==> config.mk <==
export PLATFORM = sky130hd
export DESIGN_NAME = vec_alu_sequencer
export DESIGN_NICKNAME = d
export VERILOG_FILES = /design/src/rtl/vseq_pkg.sv /design/src/rtl/alu_element_vec.sv /design/src/rtl/vec_alu_sequencer.sv
export SDC_FILE = /design/constraint.sdc
export NUM_CORES = 1
export LEC_CHECK = 0
export CELL_PAD_IN_SITES_DETAIL_PLACEMENT = 0
export CELL_PAD_IN_SITES_GLOBAL_PLACEMENT = 1
export CORE_ASPECT_RATIO = 0.75
export CORE_MARGIN = 2
export CORE_UTILIZATION = 34
export DETAILED_ROUTE_END_ITERATION = 16
export PLACE_DENSITY = 0.73
export SLEW_MARGIN = 20
export SYNTH_ARGS = -nofsm -noshare
export SYNTH_HDL_FRONTEND = slang
export SYNTH_SLANG_ARGS = --single-unit
export TNS_END_PERCENT = 10
==> constraint.sdc <==
create_clock -name clk -period 3.5 [get_ports clk]
set_input_delay 1.05 -clock clk [delete_from_list [all_inputs] [get_ports clk]]
set_output_delay 1.05 -clock clk [all_outputs]
set_load 0.05 [all_outputs]
==> src/rtl/vseq_pkg.sv <==
// rtl/vseq_pkg.sv - shared types and helpers for the vector ALU sequencer
package vseq_pkg;

    typedef enum logic [2:0] {OP_ADD = 3'b000} vseq_op_t;

    typedef enum logic [1:0] {S_IDLE, S_EXEC, S_DONE} vseq_state_t;

    function automatic int beats(input int lanes, input int num_alu);
        return lanes / num_alu;
    endfunction

endpackage

==> src/rtl/alu_element_vec.sv <==
// rtl/alu_element_vec.sv - single-lane element ALU: add modulo 2^element, zero for other opcodes
module alu_element_vec
    import vseq_pkg::*;
#(
    parameter int element = 16
) (
    input  logic [2:0]         opcode,
    input  logic [element-1:0] a,
    input  logic [element-1:0] b,
    output logic [element-1:0] result
);

    always_comb begin
        result = '0;
        if (opcode == OP_ADD) begin
            result = a + b;
        end
    end

endmodule

==> src/rtl/vec_alu_sequencer.sv <==
// rtl/vec_alu_sequencer.sv - issues a LANES-wide vector op over NUM_ALU element ALUs in BEATS cycles
// Optional perf_ops completion counter enabled by VSEQ_PERF_EN.
module vec_alu_sequencer
    import vseq_pkg::*;
#(
    parameter int ELEMENT = 16,
    parameter int LANES   = 8,
    parameter int NUM_ALU = 2
) (
    input  logic                       clk,
    input  logic                       rst,
    input  logic                       in_valid,
    output logic                       in_ready,
    input  logic [2:0]                 in_opcode,
    input  logic [LANES*ELEMENT-1:0]   in_vec_a,
    input  logic [LANES*ELEMENT-1:0]   in_vec_b,
    output logic                       out_valid,
    input  logic                       out_ready,
    output logic [LANES*ELEMENT-1:0]   out_vec,
    output logic                       busy
`ifdef VSEQ_PERF_EN
    ,
    output logic [31:0]                perf_ops
`endif
);

    localparam int BEATS = beats(LANES, NUM_ALU);
    localparam int BW    = (BEATS > 1) ? $clog2(BEATS) : 1;
    localparam int VW    = LANES * ELEMENT;

    if (LANES % NUM_ALU != 0) begin : g_bad_cfg
        $error("vec_alu_sequencer: LANES must be a multiple of NUM_ALU");
    end

    vseq_state_t           state;
    vseq_state_t           state_next;
    logic [BW-1:0]         beat;
    logic [2:0]            op_q;
    logic [VW-1:0]         a_q;
    logic [VW-1:0]         b_q;
    logic [ELEMENT-1:0]    lane_a [NUM_ALU];
    logic [ELEMENT-1:0]    lane_b [NUM_ALU];
    logic [ELEMENT-1:0]    lane_r [NUM_ALU];
    logic                  accept;
    logic                  handshake;

    always_comb begin
        state_next = state;
        in_ready   = 1'b0;
        out_valid  = 1'b0;
        busy       = 1'b0;
        case (state)
            S_IDLE: begin
                in_ready = !rst;
                if (in_valid && !rst) begin
                    state_next = S_EXEC;
                end
            end
            S_EXEC: begin
                busy = 1'b1;
                if (beat == BW'(BEATS - 1)) begin
                    state_next = S_DONE;
                end
            end
            S_DONE: begin
                busy      = 1'b1;
                out_valid = 1'b1;
                if (out_ready) begin
                    state_next = S_IDLE;
                end
            end
            default: state_next = S_IDLE;
        endcase
    end

    assign accept    = in_valid && in_ready;
    assign handshake = out_valid && out_ready;

    // Lane select: ALU k works on lane beat*NUM_ALU+k of the captured operands.
    always_comb begin
        for (int k = 0; k < NUM_ALU; k++) begin
            lane_a[k] = a_q[(int'(beat) * NUM_ALU + k) * ELEMENT +: ELEMENT];
            lane_b[k] = b_q[(int'(beat) * NUM_ALU + k) * ELEMENT +: ELEMENT];
        end
    end

    for (genvar k = 0; k < NUM_ALU; k++) begin : g_alu
        alu_element_vec #(.element(ELEMENT)) u_alu (
            .opcode (op_q),
            .a      (lane_a[k]),
            .b      (lane_b[k]),
            .result (lane_r[k])
        );
    end

    always_ff @(posedge clk) begin
        if (rst) begin
            state   <= S_IDLE;
            beat    <= '0;
            out_vec <= '0;
            op_q    <= '0;
            a_q     <= '0;
            b_q     <= '0;
        end else begin
            state <= state_next;
            if (accept) begin
                op_q <= in_opcode;
                a_q  <= in_vec_a;
                b_q  <= in_vec_b;
                beat <= '0;
            end
            if (state == S_EXEC) begin
                beat <= beat + 1'b1;
                for (int k = 0; k < NUM_ALU; k++) begin
                    out_vec[(int'(beat) * NUM_ALU + k) * ELEMENT +: ELEMENT] <= lane_r[k];
                end
            end
        end
    end

`ifdef VSEQ_PERF_EN
    always_ff @(posedge clk) begin
        if (rst) begin
            perf_ops <= '0;
        end else if (handshake) begin
            perf_ops <= perf_ops + 32'd1;
        end
    end
`endif

endmodule

==> results.txt, run 1 <==
- The first detailed-routing pass ran for 5 iterations.
- The count of buffers added on input and output ports is 393.
- Starting Density: 0.3469
- Between clock sinks in the finished design, the worst skew comes to 0.03035 ns.
- Worst setup margin: 0.1566 ns
- In this run the cell area of the synthesized design comes to 17,010 sq um.
* Global-route wire length before repair: 83.97 mm
- Leakage power figure: 8.248 nW
- Predominant post-synthesis flop cell: sky130_fd_sc_hd__dfxtp_1
- Summed over all instances, the cell type with the most area after synthesis is sky130_fd_sc_hd__dfxtp_1.
- Final Hold Vio Count: 0
* Die Outline Area: 51,860 sq um
- Number of buffers inserted during clock tree synthesis: 41
- Clk buf depth: 3
- Routed length on met2: 22.16 mm
* Count of boundary I/O pins: 394
- The worst setup path is launched from a register.
- After detailed routing, the average wire length per cell comes to 19.10 um.
- The layout has 4,644 filler cells.
- Met3 routed wirelength: 3.925 mm
- The die is 197.7 um tall.
- For this run, design rule violations remaining after detail routing come to 0.
- Counting every net in the synthesized netlist gives 2,171.
- Synthesis produced a netlist whose cell count is 1,865.
- Worst hold slack: 0.4562 ns
- Summed over all layers, the routed wires come to 55.29 mm.
- In this run, post-CTS hold repair placed 0 buffers.
* Std-Cell Core Area: 49,050 sq um
- DRT met1 WL: 28.37 mm
* Area of all sequential standard cells: 7835 sq um
* Uppermost signal routing layer after detailed routing: met5
- Number of routed nets with antenna violations: 0
- Run status: finished clean
* Library cell with the highest instance count after synthesis: sky130_fd_sc_hd__dfxtp_1
- The min-delay analysis places its worst path in the category register to register.
* Global route overflow: 0
- Once detailed placement completed, the half-perimeter wirelength came to 42.16 mm.
* Number of global-route vias before repair: 14,180
* Share of cells above drive strength 1: 0.08779
* Endpoint type of the worst setup path: register
- Post-place setup slack: 0.1110 ns
- Summed negative setup slack over all endpoints: 0 ns
* Area used by multi-input combinational logic: 8672 sq um
- Post-synthesis async set-or-reset flop share: 0
* Mean post-synth cell area: 9.122 sq um
- The Yosys step of the flow raised 0 warnings.
- Total routing resource utilization after global routing: 0.2074
- Sorting the synthesized cells by how often they occur yields sky130_fd_sc_hd__dfxtp_1, sky130_fd_sc_hd__nand2_1, sky130_fd_sc_hd__o21ai_0.
* Reg2reg setup slack: 0.16 ns
- After layout, the minimum clock period comes to 3.343 ns.
- Start point of the critical path: beat[0]
- Compared with the post-synthesis result, the final layout area differs by 35.63%.
* Clock Tree Root: sky130_fd_sc_hd__clkbuf_16
- Clock-pin slew on the worst setup and hold paths: 0.06 ns
* Final setup violating endpoints: 0
- For the worst setup path, the data arrival time is 3.78 ns.
- Count of state elements after synthesis: 391
- Entering global routing, the biggest net connects 127 pins.
* Chip Width: 262.3 um
- Initial DRC count: 1,140
- The final-report max-slew violation count is 0.
- Derived from the worst setup path, the maximum achievable clock frequency is 299.1 MHz.
- Final clock period utilization by the worst path: 0.9553
* RePlAce Congestion: 0.8317
- In this run, synthesis inferred 0 flip-flops with an integrated enable.
- CTS tree: built
- The worst setup path is of the register to register kind.
- Layout Nets: 2,523
* Number of different library cells in the post-synthesis netlist: 54
* Insertion delay to the later sink of the worst-skew pair: 0.57 ns
- Cell types with the largest area share after synthesis: sky130_fd_sc_hd__dfxtp_1, sky130_fd_sc_hd__nand2b_1, sky130_fd_sc_hd__o21ai_0
* Initial antenna violation count: 5
- VDD IR max: 0.3105 mV
* Number of clock sinks seen by CTS: 391
- Detailed-route vias per instance: 5.090
- In this run the most critical hold path is launched from out_vec[7].
* H-tree levels: 2
* Unrepaired setup endpoints after global routing: true
- Of the post-synthesis cell area, the dominant cell type holds 0.4601.
- Critical register-to-register path startpoint: beat[0]
- In this run the worst path has a maximum fanout of 37.
- In this run the core area contains 70 standard-cell rows.
* Actual slew at the worst max-slew pin: 1.003 ns
- The share of the Yosys chip area taken by registers is 0.4601.
* PwrDens: 521.3 nW/um^2
- DR vias: 14,730
* CP Data Required Time: 3.93 ns
- Max-cap viol count: 0
* Relative slew margins: 0.3313
==> worst max-delay path, cell delays in order, from the launching register on <==
cell	delay, ns
sky130_fd_sc_hd__dfxtp_4	0.41
sky130_fd_sc_hd__buf_12	0.29
sky130_fd_sc_hd__mux4_2	0.59
sky130_fd_sc_hd__ha_1	0.26
sky130_fd_sc_hd__fa_1	0.43
sky130_fd_sc_hd__a21oi_1	0.19
sky130_fd_sc_hd__o211ai_1	0.16
sky130_fd_sc_hd__a211oi_1	0.32
sky130_fd_sc_hd__o31ai_1	0.12
sky130_fd_sc_hd__xnor2_1	0.30
sky130_fd_sc_hd__o21ai_0	0.14
==> stage by stage <==
stage / std cells / instance area (sq um) / utilization / power (mW)
2_1_floorplan: 1865 / 17010 / - / 6.628
3_3_place_gp: 2822 / 21700 / 0.4424 / 7.705
3_5_place_dp: 2822 / 21700 / 0.4424 / 7.731
4_1_cts: 2892 / 23030 / 0.4695 / 12.11
5_1_grt: 2893 / 23070 / 0.4704 / 12.57
6_report: 2894 / 23070 / 0.4705 / 12.03
==> cell families after synthesis <==
group | share of synthesized area
muxes | 0.08267
xor gates and xnor gates | 0.01589
DFF | 0.4601
buffers and inverters | 0.03302
adders and majority gates | 0.03251
AOI/OAI and AO/OA | 0.1690
and+or+nand+nor | 0.2068
==> per-layer routing <==
layer	track usage	up-vias
li1	-	7165
met1	0.3248	6990
met2	0.2884	505
met3	0.04129	67
met4	0.04440	4
met5	0	-
==> area by class of cell <==
type | count | area share
Clock buffer | 55 | 0.05157
Sequential cell | 391 | 0.3396
Antenna cell | 2 | 0.0002169
Timing Repair Buffer | 432 | 0.1897
Multi-Input combinational cell | 1340 | 0.3758
Inverter | 11 | 0.001789
Tap cell | 648 | 0.03514
Clock inverter | 15 | 0.006182
==> registers in the layout (all words and copies together), names as in the netlist <==
register,cells
op_q,3
beat,2
out_vec,128
b_q,128
state,2
a_q,128
==> report_power, final <==
part	leakage [nW]	switching, mW	internal, mW
logic	4.38	1.51	1.12
registers	3.20	0.220	4.83
clock network	0.664	1.83	2.53
total	8.25	3.55	8.47
==> what timing repair did <==
| action | 4_1_cts | 5_1_grt |
|---|---|---|
| setup endpoints to repair | 0 | 34 |
| gates resized for setup | 0 | 6 |
| setup buffers | 0 | 0 |
==> path summary, 6_finish.rpt <==
path                                    end  cells after the start
worst max-delay path            out_vec[76]                     10
worst min-delay path             out_vec[7]                      2
worst max register to register  out_vec[76]                     10
worst min register to register   out_vec[7]                      2
==> cells in the final DEF (no fill, tap or decap), types with 11 or more instances in the layout <==
master / synthesis / layout
sky130_fd_sc_hd__a32oi_1: 24 / 24
sky130_fd_sc_hd__nor2_1: 76 / 76
sky130_fd_sc_hd__a21oi_1: 40 / 40
sky130_fd_sc_hd__inv_1: 11 / 11
sky130_fd_sc_hd__buf_12: 0 / 12
sky130_fd_sc_hd__dfxtp_1: 391 / 389
sky130_fd_sc_hd__mux4_2: 62 / 62
sky130_fd_sc_hd__o21ai_0: 314 / 314
sky130_fd_sc_hd__xnor2_1: 20 / 16
sky130_fd_sc_hd__nand2b_1: 260 / 260
sky130_fd_sc_hd__ha_1: 41 / 41
sky130_fd_sc_hd__clkdlybuf4s50_1: 0 / 391
sky130_fd_sc_hd__a22o_1: 38 / 38
sky130_fd_sc_hd__clkbuf_16: 0 / 42
sky130_fd_sc_hd__nand2_1: 329 / 329
sky130_fd_sc_hd__buf_4: 0 / 28
sky130_fd_sc_hd__a22oi_1: 29 / 29
No activity file was read; power rests on OpenSTA's default activity.
==> run 2: changes to the inputs <==
--- a/config.mk
+++ b/config.mk
@@ -11,7 +11,9 @@
 export CORE_MARGIN = 2
 export CORE_UTILIZATION = 34
 export DETAILED_ROUTE_END_ITERATION = 16
+export HOLD_SLACK_MARGIN = 0.06
 export PLACE_DENSITY = 0.73
+export SKIP_CTS_REPAIR_TIMING = 1
 export SLEW_MARGIN = 20
 export SYNTH_ARGS = -nofsm -noshare
 export SYNTH_HDL_FRONTEND = slang
==> results of run 2 <==
The final DEF is identical to that of run 1; final timing and power are the same.
==> run 3: changes to the inputs <==
--- a/config.mk
+++ b/config.mk
@@ -8,11 +8,13 @@
 export CELL_PAD_IN_SITES_DETAIL_PLACEMENT = 0
 export CELL_PAD_IN_SITES_GLOBAL_PLACEMENT = 1
 export CORE_ASPECT_RATIO = 0.75
-export CORE_MARGIN = 2
-export CORE_UTILIZATION = 34
+export CORE_MARGIN = 4
+export CORE_UTILIZATION = 40
 export DETAILED_ROUTE_END_ITERATION = 16
+export DONT_BUFFER_PORTS = 1
+export GPL_TIMING_DRIVEN = 0
 export HOLD_SLACK_MARGIN = 0.06
-export PLACE_DENSITY = 0.73
+export PLACE_DENSITY = 0.68
 export SKIP_CTS_REPAIR_TIMING = 1
 export SLEW_MARGIN = 20
 export SYNTH_ARGS = -nofsm -noshare
==> results.txt, run 3 (synthesis gave the netlist of run 1 again) <==
* Run status: finished clean
- The largest registers in the layout are a_q: 128 flops, b_q: 128 flops, out_vec: 128 flops.
- The path depth of the worst reg2reg path was 12 (+2).
* CP Max Fanout: 10 (-73%)
- Among all stages on the critical path, the largest delay is contributed by sky130_fd_sc_hd__mux4_2.
- The vias after detailed routing was 13,980 (-5.1%).
- Global-route wire length before repair: 89.58 mm (+6.7%)
- Time the final worst path needs with I/O delays and setup: 3.409 ns (+0.06555 ns)
- Relative slew margins: 0.2913 (-0.03994)
- The routability-driven placement congestion ratio was 0.8721 (+4.9%).
* Clock tree skew after final layout: 0.01429 ns (-0.01606 ns)
* Summed negative setup slack over all endpoints: 0 ns (unchanged)
- Count of boundary I/O pins: 394 (unchanged)
- The global-route usage over all layers was 0.2585 (+0.05106).
* Number of buffers inserted during clock tree synthesis: 43 (+4.9%)
* CTS tree: built
- Leaving out fill and tap cells, the most frequent cells in the layout are sky130_fd_sc_hd__dfxtp_1, sky130_fd_sc_hd__nand2_1, sky130_fd_sc_hd__o21ai_0.
- Die Outline Area: 45,930 sq um (-11%)
- DRC violation count after routing: 0 (unchanged)
- The insertion delay of the later-clocked pin in the worst-skew pair was 0.55 ns (-0.02 ns).
- The number of maximum-capacitance constraint violations is 0 (unchanged).
- The arrival time at the worst endpoint came to 3.84 ns (+0.06 ns).
- Std-Cell Core Area: 42,050 sq um (-14%)
- The maximum number of pins on one net before global-route repair came to 15 (-88%).
- The share of the core filled with cells in the final layout came to 0.4607 (-0.009754).
- Starting Density: 0.4046 (+0.05775)
* Die height: 186.6 um (-5.6%)
- Clk buf depth: 3 (unchanged)
- STA classifies the critical path startpoint as a register.
- The x dimension of the die is 246.1 um (-6.2%).
- The final setup violation count was 0 (unchanged).
- Hold/Removal Path Class: register to register
* Buffers on Ports: 0 (-100%)
* Layout Nets: 2,219 (-12%)
- Reg2reg setup slack: 0.09 ns (-0.07 ns)
- The total power of the final layout is 11.93 mW (-0.83%).
- Detailed-router iteration count before antenna repair: 5 (unchanged)
- Maximum clock frequency: 293.3 MHz (-1.9%)
- Endpoint type of the worst setup path: register
- Final wirelength: 61.91 mm (+12%)
- Number of clock sinks seen by CTS: 391 (unchanged)
- Cell with the most instances on the worst path: sky130_fd_sc_hd__buf_12
- Initial DRC count: 954 (-16%)
* Filler cell count: 4,094 (-12%)
- The initial antenna violation count was 13 (+8).
- Number of routed nets with antenna violations: 0 (unchanged)
* CP Cell Sequence: buf_12, buf_12, mux4_2, ha_2, fa_2, a211oi_2, o21ai_0, a21oi_2, o21ai_1, xor2_2, buf_4, a22o_1
- Detailed-route vias per instance: 5.538 (+8.8%)
- Unrepaired setup endpoints after global routing: true
- The number of global-route vias before repair was 13,690 (-3.5%).
- In this run the most critical hold path is launched from b_q[43].
* Clock Tree Root: sky130_fd_sc_hd__clkbuf_16
* Num rows: 65 (-7.1%)
- Number of stages on the worst hold path: 2 (unchanged)
- The peak supply drop is 0.3190 mV (+2.8%).
- The routed length per placed instance is 24.52 um (+28%).
- The endpoint identified for the worst register-to-register timing path is out_vec[94].
* CP Data Required Time: 3.93 ns (about the same)
- Number of max-slew violations in the final report: 0 (unchanged)
- The count of final hold-check violations was 0 (unchanged).
- The share of the clock period used by the worst path after layout was 0.9740 (+0.01873).
- The worst setup path is of the register to register kind.
* Area growth from synthesis to layout: 13.86%
* Global route overflow: 0 (unchanged)
- The startpoint identified for the worst register-to-register timing path is beat[0].
- For hold timing, the worst endpoint is b_q[43].
- Most common cell after layout, fill and taps aside: sky130_fd_sc_hd__dfxtp_1
* Share of cells above drive strength 1: 0.1160 (+0.02823)
- The power per standard cell area came to 615.8 nW/um^2 (+18%).
- Actual slew at the worst max-slew pin: 1.060 ns (+0.05713 ns)
- Clock-pin slew on the worst setup and hold paths: 0.06 ns (about the same)
- The largest stage delay on the critical path came to 0.57 ns (-0.02 ns).
- The HPWL after detailed placement is 47.88 mm (+14%).
- Leakage power figure: 6.902 nW (-16%)
* H-tree levels: 2 (unchanged)
[run 3: worst max-delay path, delay by kind of cell, from the launching register on]
| family | cells | cell delay (ns) |
|---|---|---|
| AO/OA/AOI/OAI | 5 | 1.08 |
| XOR/XNOR | 1 | 0.18 |
| adder cells (fa/ha/maj) | 2 | 0.60 |
| buffers and inverters | 3 | 0.47 |
| flip-flops | 1 | 0.39 |
| multiplexers | 1 | 0.57 |
[run 3: cell type report]
cell class	instances	area (sq um)	share of cell area
plain buffers	123	584.3	0.03016
diodes	8	20.02	0.001033
flip-flops and latches	391	7833	0.4043
clock inverters	15	131.4	0.006782
repair buffers	3	22.52	0.001163
clock buffers	65	1229	0.06343
inverters	11	41.29	0.002132
multi-input cells	1340	8798	0.4542
well taps	569	711.9	0.03675
[run 3: worst max-delay path by stage]
stage                       start            to  slack [ns]
final                     beat[0]   out_vec[94]        0.09
after CTS                 beat[0]   out_vec[94]       -0.86
after global placement    beat[0]   out_vec[62]       -0.81
after global routing      beat[0]  out_vec[126]     -0.0004
after floorplan           beat[0]  out_vec[124]        0.22
after detailed placement  beat[0]   out_vec[62]       -0.83
[run 3: per-stage QoR]
step / cell area, sq um / setup slack [ns] / cells / hold slack (ns)
detailed placement: 17720 / -0.8342 / 2434 / 0.4626
CTS: 19080 / -0.8587 / 2514 / 0.4739
finish: 19370 / 0.09101 / 2525 / 0.4712
global route: 19360 / -0.0003921 / 2522 / 0.4861
floorplan: 17010 / 0.2171 / 1865 / 0.4460
global placement: 17720 / -0.8126 / 2434 / 0.4561
[run 3: power by group]
group / switching [mW] / leakage [nW] / total, mW / internal (mW)
combinational: 1.52 / 3.04 / 2.36 / 0.836
sequential: 0.322 / 3.20 / 5.15 / 4.83
clock: 1.90 / 0.662 / 4.42 / 2.52
total: 3.75 / 6.90 / 11.9 / 8.18
[run 3: metal layers]
layer	wire length [um]	track usage	up-vias
li1	-	-	6576
met1	27050	0.3556	6791
met2	26920	0.3897	502
met3	6244	0.08461	102
met4	1612	0.07503	12
met5	81	0	-
